$ cat config.mk
export PLATFORM = sky130hd
export DESIGN_NAME = fifo_flex
export DESIGN_NICKNAME = d
export VERILOG_FILES = /design/src/rtl/fifo_flex.sv
export SDC_FILE = /design/constraint.sdc
export NUM_CORES = 1
export LEC_CHECK = 0
export CORE_MARGIN = 2
export CORE_UTILIZATION = 45
export CTS_CLUSTER_DIAMETER = 200
export CTS_CLUSTER_SIZE = 25
export DETAILED_ROUTE_END_ITERATION = 10
export PLACE_DENSITY = 0.61
export SYNTH_ARGS = -nofsm -noshare
export SYNTH_HDL_FRONTEND = slang
export SYNTH_SLANG_ARGS = --single-unit
export TNS_END_PERCENT = 50
$ cat constraint.sdc
create_clock -name clk_i -period 4.81 [get_ports clk_i]
set_clock_uncertainty 0.2 [all_clocks]
set_input_delay 1.2025 -clock clk_i [delete_from_list [all_inputs] [get_ports clk_i]]
set_output_delay 1.2025 -clock clk_i [all_outputs]
set_load 0.03 [all_outputs]
$ cat src/rtl/fifo_flex.sv
`default_nettype none
// ============================================================================
// Module   : fifo_flex
// Brief    : Single-clock FIFO with show-ahead/normal read modes, optional
//            output register, synchronous flush and sticky error flags.
// Revision : 1.0
// ============================================================================
module fifo_flex #(
   parameter int DWIDTH             = 32,
   parameter int AWIDTH             = 4,
   parameter int SHOWAHEAD          = 1,
   parameter int ALMOST_FULL_VALUE  = 12,
   parameter int ALMOST_EMPTY_VALUE = 4,
   parameter int REGISTER_OUTPUT    = 0
) (
   input  logic              clk_i,
   input  logic              srst_i,
   input  logic [DWIDTH-1:0] data_i,
   input  logic              wrreq_i,
   input  logic              rdreq_i,
   input  logic              flush_i,
   input  logic              clr_err_i,
   output logic [DWIDTH-1:0] q_o,
   output logic              empty_o,
   output logic              full_o,
   output logic [AWIDTH:0]   usedw_o,
   output logic              almost_full_o,
   output logic              almost_empty_o,
   output logic              overflow_o,
   output logic              underflow_o
);

   localparam int              C_DEPTH = 2**AWIDTH;
   localparam logic [AWIDTH:0] C_FULL  = {1'b1, {AWIDTH{1'b0}}};
   localparam logic [AWIDTH:0] C_ONE   = (AWIDTH+1)'(1);
   localparam logic [AWIDTH:0] C_AF    = (AWIDTH+1)'(ALMOST_FULL_VALUE);
   localparam logic [AWIDTH:0] C_AE    = (AWIDTH+1)'(ALMOST_EMPTY_VALUE);

   if (DWIDTH < 1) begin : g_bad_dwidth
      $error("fifo_flex: DWIDTH must be >= 1");
   end
   if (ALMOST_FULL_VALUE < 0 || ALMOST_FULL_VALUE > C_DEPTH) begin : g_bad_af
      $error("fifo_flex: ALMOST_FULL_VALUE out of range");
   end
   if (ALMOST_EMPTY_VALUE < 0 || ALMOST_EMPTY_VALUE > C_DEPTH) begin : g_bad_ae
      $error("fifo_flex: ALMOST_EMPTY_VALUE out of range");
   end
   if (SHOWAHEAD != 0 && SHOWAHEAD != 1) begin : g_bad_sa
      $error("fifo_flex: SHOWAHEAD must be 0 or 1");
   end
   if (REGISTER_OUTPUT != 0 && REGISTER_OUTPUT != 1) begin : g_bad_ro
      $error("fifo_flex: REGISTER_OUTPUT must be 0 or 1");
   end

   logic [DWIDTH-1:0] r_mem [C_DEPTH];
   logic [AWIDTH-1:0] r_wptr;
   logic [AWIDTH-1:0] r_rptr;
   logic [AWIDTH-1:0] w_rptr_nxt;
   logic [AWIDTH:0]   r_usedw;
   logic [AWIDTH:0]   w_usedw_nxt;
   logic              r_ovf;
   logic              r_udf;
   logic              w_full;
   logic              w_empty;
   logic              w_wr;
   logic              w_rd;

   assign w_full  = (r_usedw == C_FULL);
   assign w_empty = (r_usedw == '0);
   // A read at full frees no slot for the same-cycle write.
   assign w_wr    = wrreq_i && !w_full  && !flush_i;
   assign w_rd    = rdreq_i && !w_empty && !flush_i;

   always_comb begin
      w_usedw_nxt = r_usedw;
      w_rptr_nxt  = r_rptr;
      if (flush_i) begin
         w_usedw_nxt = '0;
         w_rptr_nxt  = '0;
      end else begin
         if (w_wr && !w_rd) begin
            w_usedw_nxt = r_usedw + 1'b1;
         end else if (!w_wr && w_rd) begin
            w_usedw_nxt = r_usedw - 1'b1;
         end
         if (w_rd) begin
            w_rptr_nxt = r_rptr + 1'b1;
         end
      end
   end

   always_ff @(posedge clk_i) begin
      if (srst_i) begin
         r_usedw <= '0;
         r_rptr  <= '0;
         r_wptr  <= '0;
      end else begin
         r_usedw <= w_usedw_nxt;
         r_rptr  <= w_rptr_nxt;
         if (flush_i) begin
            r_wptr <= '0;
         end else if (w_wr) begin
            r_wptr <= r_wptr + 1'b1;
         end
      end
   end

   always_ff @(posedge clk_i) begin
      if (w_wr) begin
         r_mem[r_wptr] <= data_i;
      end
   end

   // Set has priority over clear; flush cycles never flag.
   always_ff @(posedge clk_i) begin
      if (srst_i) begin
         r_ovf <= 1'b0;
         r_udf <= 1'b0;
      end else begin
         r_ovf <= (wrreq_i && w_full  && !flush_i) || (r_ovf && !clr_err_i);
         r_udf <= (rdreq_i && w_empty && !flush_i) || (r_udf && !clr_err_i);
      end
   end

   assign empty_o        = w_empty;
   assign full_o         = w_full;
   assign usedw_o        = r_usedw;
   assign almost_full_o  = (r_usedw >= C_AF);
   assign almost_empty_o = (r_usedw <  C_AE);
   assign overflow_o     = r_ovf;
   assign underflow_o    = r_udf;

   if (SHOWAHEAD != 0) begin : g_showahead
      if (REGISTER_OUTPUT != 0) begin : g_reg
         logic [DWIDTH-1:0] r_q;
         // Preload the word that will be at the head after this edge.
         always_ff @(posedge clk_i) begin
            if (srst_i) begin
               r_q <= '0;
            end else if (w_usedw_nxt != '0) begin
               if (w_wr && (w_usedw_nxt == C_ONE)) begin
                  r_q <= data_i;
               end else begin
                  r_q <= r_mem[w_rptr_nxt];
               end
            end
         end
         assign q_o = r_q;
      end else begin : g_comb
         assign q_o = w_empty ? '0 : r_mem[r_rptr];
      end
   end else begin : g_normal
      if (REGISTER_OUTPUT != 0) begin : g_reg
         logic [DWIDTH-1:0] r_q;
         logic [DWIDTH-1:0] r_q1;
         logic              r_v1;
         always_ff @(posedge clk_i) begin
            if (srst_i) begin
               r_q  <= '0;
               r_q1 <= '0;
               r_v1 <= 1'b0;
            end else begin
               r_v1 <= w_rd;
               if (w_rd) begin
                  r_q1 <= r_mem[r_rptr];
               end
               if (r_v1) begin
                  r_q <= r_q1;
               end
            end
         end
         assign q_o = r_q;
      end else begin : g_comb
         logic [DWIDTH-1:0] r_q;
         always_ff @(posedge clk_i) begin
            if (srst_i) begin
               r_q <= '0;
            end else if (w_rd) begin
               r_q <= r_mem[r_rptr];
            end
         end
         assign q_o = r_q;
      end
   end

endmodule
`default_nettype wire

# Word-level counts from Yosys, hierarchy flattened

Memories as Yosys holds them, arrays and structs flattened. A register that Yosys moved wholly into a read port is not among the register bits.
Cells that the tools add are included.
W data, S select, Z words.

Logic and storage cells: 43
Bits in writable memories: 512
Flip-flop bits (word level): 15
Input bits: 38
Memories: 1

Memory list:

| name  | depth | width | read ports | clocked after memory_dff | wr ports | line | source |
|---|---|---|---|---|---|---|---|
| r_mem | 16    | 32    | 1          | 1                        | 1        | 55   | `logic [DWIDTH-1:0] r_mem [C_DEPTH];` |

Multiplexer cells: 7
Equality and inequality tests: 1
Reduce and logical (&&, ||, !) cells: 23
Add/subtract/negate cells: 4
$lt $le $gt $ge: 2

Operators with widths:

| operator              | number |
|---|---|
| $mux W32              | 1 |
| $logic_and A1 B1 Y1   | 12 |
| $mux W5               | 2 |
| $add A4 B1 Y4 const B | 2 |
| $mux W4               | 2 |
| $logic_not A1 Y1      | 6 |
| $add A5 B1 Y5 const B | 1 |
| $eq A5 B5 Y1 const B  | 1 |
| $ge A5 B4 Y1 const B  | 1 |
| $logic_not A5 Y1      | 1 |
| $lt A5 B3 Y1 const B  | 1 |
| $sub A5 B1 Y5 const B | 1 |
| $logic_or A1 B1 Y1    | 2 |
| $mux W1               | 2 |
| $reduce_bool A2 Y1    | 1 |
| $reduce_or A2 Y1      | 1 |

# Depth between registers and ports, before layout

Gate-level depths: netlist of run 1.

Word-level depth: 8
Mapped depth: 10
Depth with buffers taken out: 9

# Worst setup path after synthesis of run 1

No wires, ideal clock.

Kind: input -> register
Start: input port flush_i
End: memory r_mem[0][0] (enable)
Stages on the path: 4
Required time: 4.149 ns
Slack: 0.055 ns
Arrival time: 4.094 ns
Path through: nand2b_1 > a21oi_1 > nand2_1 > nor3_1

Cells in the longest elaborated chain, start to end: 4

Ends and longest elaborated chain:

| what                          | line | source |
|---|---|---|
| start, declared               | 21   | `input logic flush_i,` |
| $logic_not A1 Y1              | 71   | `assign w_wr = wrreq_i && !w_full && !flush_i;` |
| $logic_and A1 B1 Y1           | 71   |  |
| named net w_wr                | 65   | `logic w_wr;` |
| $mux W1                       | 109  | `if (w_wr) begin` |
| $mux W1 (implied by the code) | 110  | `r_mem[r_wptr] <= data_i;` |
| end, declared                 | 55   |  |

The timed path passes the listed nets, and every way through them passes these cells.

==> run_results.csv, run 1 <==
group,metric,value,unit
synthesis,ys_warn_count,0,
global_route,grt_usage,17.8,%
hold_path,hp-class,"reg2reg",
synthesis,ys_ff_latch,531,
routing,met3_length,1.66,mm
synthesis,synth_cell_type_count,38,
clocking,cts_tree,"built",
synthesis,syn_avg_cell_area,22.6,µm²
clocking,clk_pin_slew_worst_paths,0.10,ns
worst_setup_path,cp.required,3.41,ns
sta,post-route-period-util,96.6,%
routing,wl_met1,19.3,mm
sta,fmax,215,MHz
global_route,grt_max_degree,44,
finish,drive_above_1_share,25.4,%
synthesis,async_flop_share,0,%
sta,slew_headroom,34.3,%
finish,stdcell_count,1621,
worst_setup_path,startpoint_type,"flop",
power,ir_drop,0.000233,V
sta,setup_viol_count_final,0,
clocking,root_buffer,"clkbuf_16",
placed_design,routabilityCongestion,0.708,
synthesis,synth_area,20500,µm²
flow_run,maxCapViolations,0,
sta,timing.final.hold_violations,0,
worst_setup_path,crit_path_cell_trace,"buf_12, mux4_2, mux2_2, a221o_1, clkdlybuf4s50_1",
finish,final_area,23100,µm²
global_route,grt_pass1_wl,62.0,mm
global_route,grt_pass1_vias,9690,
routing,viasPerCell,5.67,
routing,top_layer,"met4",
power,p_sw_share,21.1,%
global_route,grt_overflow_total,0,
global_route,antenna_found_initial,1,
sta,holdWs,0.334,ns
sta,slew_viol_final,0,
clocking,cts_buffer_depth,3,
routing,num_vias,9189,
worst_setup_path,crit_type,"reg2out",
power,p_leak,6.87,nW
sta,min_period,4.65,ns
placed_design,place_inst,1585,
die,placeableCoreArea,45200,µm²
worst_setup_path,cp-end-kind,"output pin",
power,combPwrFrac,6.6,%
synthesis,yosysSeqAreaShare,76.9,%
worst_setup_path,slowest_stage,"clkdlybuf4s50_1",
routing,firstDrtPassIters,4,
sta,tightest_slew,0.981,ns
power,switchingPower,1.67,mW
worst_setup_path,path_max_fanout,43,
routing,routed_wl,41.8,mm
die,ios,81,
routing,ant_nets,0,
worst_setup_path,crit_path_max_incr_delay,0.61,ns
finish,syn2layout_area_growth,12.6,%
clocking,cts_buffers,25,
placed_design,placed_area,22400,µm²
power,power.density,344,nW/µm²
power,p_int,6.27,mW
die,start_util,45.3,%
clocking,cts_sinks,531,
synthesis,synthCells,907,
power,clockPowerShare,29.2,%
placed_design,dp_hpwl,23.4,mm
die,num_rows,78,
clocking,cts_max_level,1,
finish,nets,1060,
worst_setup_path,crit_arrival,3.24,ns
die,die_h,217,µm
routing,met2WireLength,20.2,mm
sta,rsz0062_at_grt,"false",
die,die-area,47200,µm²
power,seqPwrFrac,64.2,%
clocking,postCtsSetupBuffers,0,
placed_design,portBuffers,80,
routing,wl_per_cell,25.8,µm
routing,drtIter0Drc,737,
die,die_width,217,µm
status,status,"finished, final reports clean",
clocking,clkLatencyLatePin,0.58,ns
sta,setup_tns,0,ns
worst_setup_path,rr_startpoint,"usedw_o[0]",
synthesis,synth_ff_type,"edfxtp_1",
synthesis,synth_edf_count,512,
hold_path,min_from,"r_rptr[3]",
synthesis,syn_nets,955,
routing,drc,0,
-- layout by cell type, fill, tap and decap left out, types with 2 or more instances in the layout --
cell type,instances
nor2_1,19
buf_12,12
xnor2_1,3
edfxtp_1,512
clkbuf_1,9
xor2_1,5
nand2b_1,3
nor2b_1,36
a221o_1,32
clkbuf_16,25
buf_4,34
mux2i_1,3
mux2_2,32
nand2_1,7
mux4_2,128
dfxtp_4,3
inv_1,4
dfxtp_1,16
ha_1,9
nor3_2,4
o211ai_1,3
a21oi_1,6
a211oi_1,2
nor4_1,2
nor2_4,13
clkdlybuf4s50_1,80
nand3_1,3
-- routing by layer --
| metal | GRT usage (%) | up-vias |
|---|---|---|
| met1 | 26.4 | 4971 |
| met3 | 2.25 | 38 |
| met4 | 3.56 | 0 |
| li1 | - | 3998 |
| met2 | 28.8 | 182 |
| met5 | 0 | - |
-- area by class of cell --
cell class,count,area [µm²]
Antenna cell,1,2.50
Inverter,4,15.0
Clock buffer,34,659
Fill cell,3552,22100
Multi-Input combinational cell,324,4550
Sequential cell,531,15800
Clock inverter,1,20.0
Tap cell,600,751
Timing Repair Buffer,126,1300
-- per-stage QoR --
step	setup WS (ns)	power [mW]	util, %
finish	0.163	7.94	51.0
global route	0.00970	8.18	51.0
CTS	0.0234	8.02	51.0
detailed placement	0.654	5.73	49.5
global placement	0.683	5.72	49.5
floorplan	0.0547	5.48	-
-- timing repair --
item	CTS	global route
hold buffers	0	0
resized for setup	0	1
endpoints found under the setup margin	0	2
hold endpoints to repair	0	0
-- power by group through the flow --
stage | Clock, mW | Sequential, mW | Combinational [mW]
2_1_floorplan | 0 | 5.20 | 0.278
5_1_grt | 2.52 | 5.10 | 0.561
6_report | 2.32 | 5.10 | 0.524
3_3_place_gp | 0 | 5.20 | 0.524
3_5_place_dp | 0 | 5.20 | 0.528
4_1_cts | 2.40 | 5.10 | 0.530
-- flip-flops by register name (all words and copies together), names as in the netlist, named ones only --
register	count
underflow_o	1
r_mem	512
usedw_o	5
overflow_o	1
r_rptr	4
r_wptr	4
-- cell usage after synthesis, types with 2 or more instances --
library cell	n	share of area, %
nand2_1	7	0.13
a221o_1	32	1.6
a21oi_1	6	0.15
nor3_1	5	0.12
mux4_2	128	14
nor2_1	32	0.59
nand2b_1	3	0.092
xnor2_1	3	0.13
buf_2	21	0.51
ha_1	9	0.55
mux2_2	32	1.8
nor4_1	2	0.061
nand3_1	3	0.073
nor2b_1	36	1.1
edfxtp_1	512	75
xor2_1	5	0.21
dfxtp_1	19	1.9
inv_1	4	0.073
a211oi_1	2	0.073
o211ai_1	3	0.11
buf_6	9	0.50
mux2i_1	3	0.15
clkbuf_1	16	0.29
-- kinds of logic after synthesis --
| logic type | share of synthesized area (%) |
|---|---|
| flops | 76.9 |
| mux | 16.0 |
| simple gates | 2.48 |
| buf+inv | 1.44 |
| compound gates | 2.16 |
| fa+ha+maj | 0.648 |
| xor+xnor | 0.342 |
-- worst paths after layout --
path	end	slack [ns]	cells past startpoint
max	q_o[10]	0.16	5
min	r_rptr[3]	0.33	2
min reg2reg	r_rptr[3]	0.33	2
max reg2reg	usedw_o[3]	1.83	9
-- critical path, delay by kind of cell (launching register included) --
kind | cells | cell delay [ns]
flops | 1 | 0.55
buf+inv | 2 | 0.95
compound gates | 1 | 0.34
mux | 2 | 0.81
(Power assumes the default switching activity.)
==> run 2, diff against run 1 <==
==> constraint.sdc (replaced) <==
create_clock -name clk_i -period 4.81 [get_ports clk_i]
set_clock_uncertainty 0.2 [all_clocks]
set_input_delay 0.962 -clock clk_i [delete_from_list [all_inputs] [get_ports clk_i]]
set_output_delay 0.962 -clock clk_i [all_outputs]
set_load 0.03 [all_outputs]
==> run 2 against run 1 <==
Against the previous run:
- register-to-register slack lost 0.17 ns
- global-route usage grew 0.44 points
- final cell count shrank 0.74%
- final area shrank 0.24%
- clock power is essentially flat
==> run_results.csv, run 2 (synthesis results as in run 1) <==
group,metric,value,unit
worst_setup_path,cp.required,3.65,ns
finish,final_area,23000,µm²
finish,stdcell_count,1609,
clocking,root_buffer,"clkbuf_16",
global_route,grt_max_degree,39,
global_route,antenna_found_initial,1,
global_route,grt_overflow_total,0,
worst_setup_path,crit_path_cell_trace,"or4_1, nor2_8, nor3b_2, buf_4, a221o_1, clkdlybuf4s50_1",
global_route,grt_pass1_wl,63.6,mm
routing,viasPerCell,5.71,
sta,timing.final.ws_setup,0.228,ns
global_route,grt_usage,18.3,%
sta,rsz0062_at_grt,"false",
power,clockPowerShare,29.2,%
routing,drtIter0Drc,808,
power,switchingPower,1.67,mW
die,placeableCoreArea,45200,µm²
worst_setup_path,crit_path_max_incr_delay,0.75,ns
die,start_util,45.3,%
sta,post-route-period-util,95.3,%
power,p_int,6.27,mW
placed_design,portBuffers,80,
die,num_rows,78,
clocking,cts_buffer_depth,3,
clocking,cts_hold_buf,0,
worst_setup_path,path_buf_inv,2,
worst_setup_path,cp-end-kind,"output pin",
placed_design,routabilityCongestion,0.703,
sta,tightest_slew,0.925,ns
status,status,"finished, final reports clean",
finish,layout_commonest_cell,"edfxtp_1",
placed_design,dp_hpwl,22.7,mm
hold_path,hp-class,"reg2reg",
routing,firstDrtPassIters,4,
clocking,clkLatencyLatePin,0.57,ns
sta,slew_headroom,38.0,%
worst_setup_path,crit_type,"reg2out",
hold_path,holdPathStages,2,
placed_design,placed_area,22300,µm²
placed_design,place_inst,1573,
sta,min_period,4.58,ns
worst_setup_path,startpoint_type,"flop",
sta,setup_tns,0,ns
routing,ant_nets,0,
power,p_sw_share,21.1,%
clocking,cts_max_level,1,
clocking,postCtsSetupBuffers,0,
sta,setup_viol_count_final,0,
worst_setup_path,cp.depth,6,
global_route,grt_pass1_vias,9776,
die,die-area,47200,µm²
worst_setup_path,path_delay_family,"simple AND/OR/NAND/NOR gates",
finish,syn2layout_area_growth,12.4,%
finish,seqCellArea,15800,µm²
finish,final_cell_mix,"edfxtp_1 (512), mux4_2 (128), clkdlybuf4s50_1 (80)",
worst_setup_path,crit_arrival,3.42,ns
finish,largest_register,"r_mem",
clocking,cts_buffers,25,
sta,timing.final.hold_violations,0,
power,seqPwrFrac,64.2,%
finish,multiInputGateArea,4550,µm²
sta,holdWs,0.347,ns
placed_design,dp_slack,0.796,ns
finish,largest_reg_flops,512,
die,ios,81,
die,die_h,217,µm
clocking,cts_resized,0,
routing,wl_per_cell,26.2,µm
finish,nets,1048,
routing,routed_wl,42.2,mm
worst_setup_path,slowest_stage,"or4_1",
power,finalPower,7.94,mW
finish,fin_util,50.9,%
clocking,cts_tree,"built",
routing,drc,0,
routing,num_vias,9184,
worst_setup_path,path_max_fanout,32,
power,p_leak,6.82,nW
sta,slew_viol_final,0,
clocking,cts_sinks,531,
finish,drive_above_1_share,24.4,%
power,ir_drop,0.000228,V
finish,fillers,3537,
worst_setup_path,reg2reg_depth,9,
flow_run,maxCapViolations,0,
clocking,clk_pin_slew_worst_paths,0.10,ns
power,combPwrFrac,6.6,%
die,die_width,217,µm
sta,fmax,218,MHz
power,power.density,345,nW/µm²
[run 2: cell type report]
cell class | instances | area share, %
clock inverters | 1 | 0.0870
repair buffers | 114 | 5.41
diodes | 1 | 0.0109
inverters | 4 | 0.0653
clock buffers | 34 | 2.87
well taps | 600 | 3.26
flip-flops and latches | 531 | 68.5
multi-input cells | 324 | 19.8
[run 2: worst register-to-register path: cells and delay by family, from the launching register on]
family | cells | cell delay (ns)
DFF | 1 | 0.38
adders and majority gates | 2 | 0.50
buffers and inverters | 1 | 0.11
AOI/OAI and AO/OA | 3 | 0.65
and+or+nand+nor | 3 | 1.19
[run 2: worst paths after layout]
check                           startpoint          to  slack (ns)
worst min register to register   r_rptr[3]   r_rptr[3]        0.35
worst max register to register  usedw_o[1]  usedw_o[3]        1.66
worst min-delay path             r_rptr[3]   r_rptr[3]        0.35
worst max-delay path            usedw_o[1]      q_o[0]        0.23
[run 2: power by group through the flow]
stage | clock network, mW | registers, mW | logic, mW
CTS | 2.39 | 5.10 | 0.533
global route | 2.55 | 5.10 | 0.561
detailed placement | 0 | 5.20 | 0.530
floorplan | 0 | 5.20 | 0.278
global placement | 0 | 5.20 | 0.524
finish | 2.32 | 5.09 | 0.524
[run 2: per-layer routing]
layer  vias up  GRT usage (%)  wire length, µm  share of wire [%]
li1       3967              -                -                  -
met1      4991           26.0            18900                 45
met2       195           30.7            20900                 50
met3        31           2.77             1980                4.7
met4         0           2.90              434                1.0
met5         -              0                0                  0
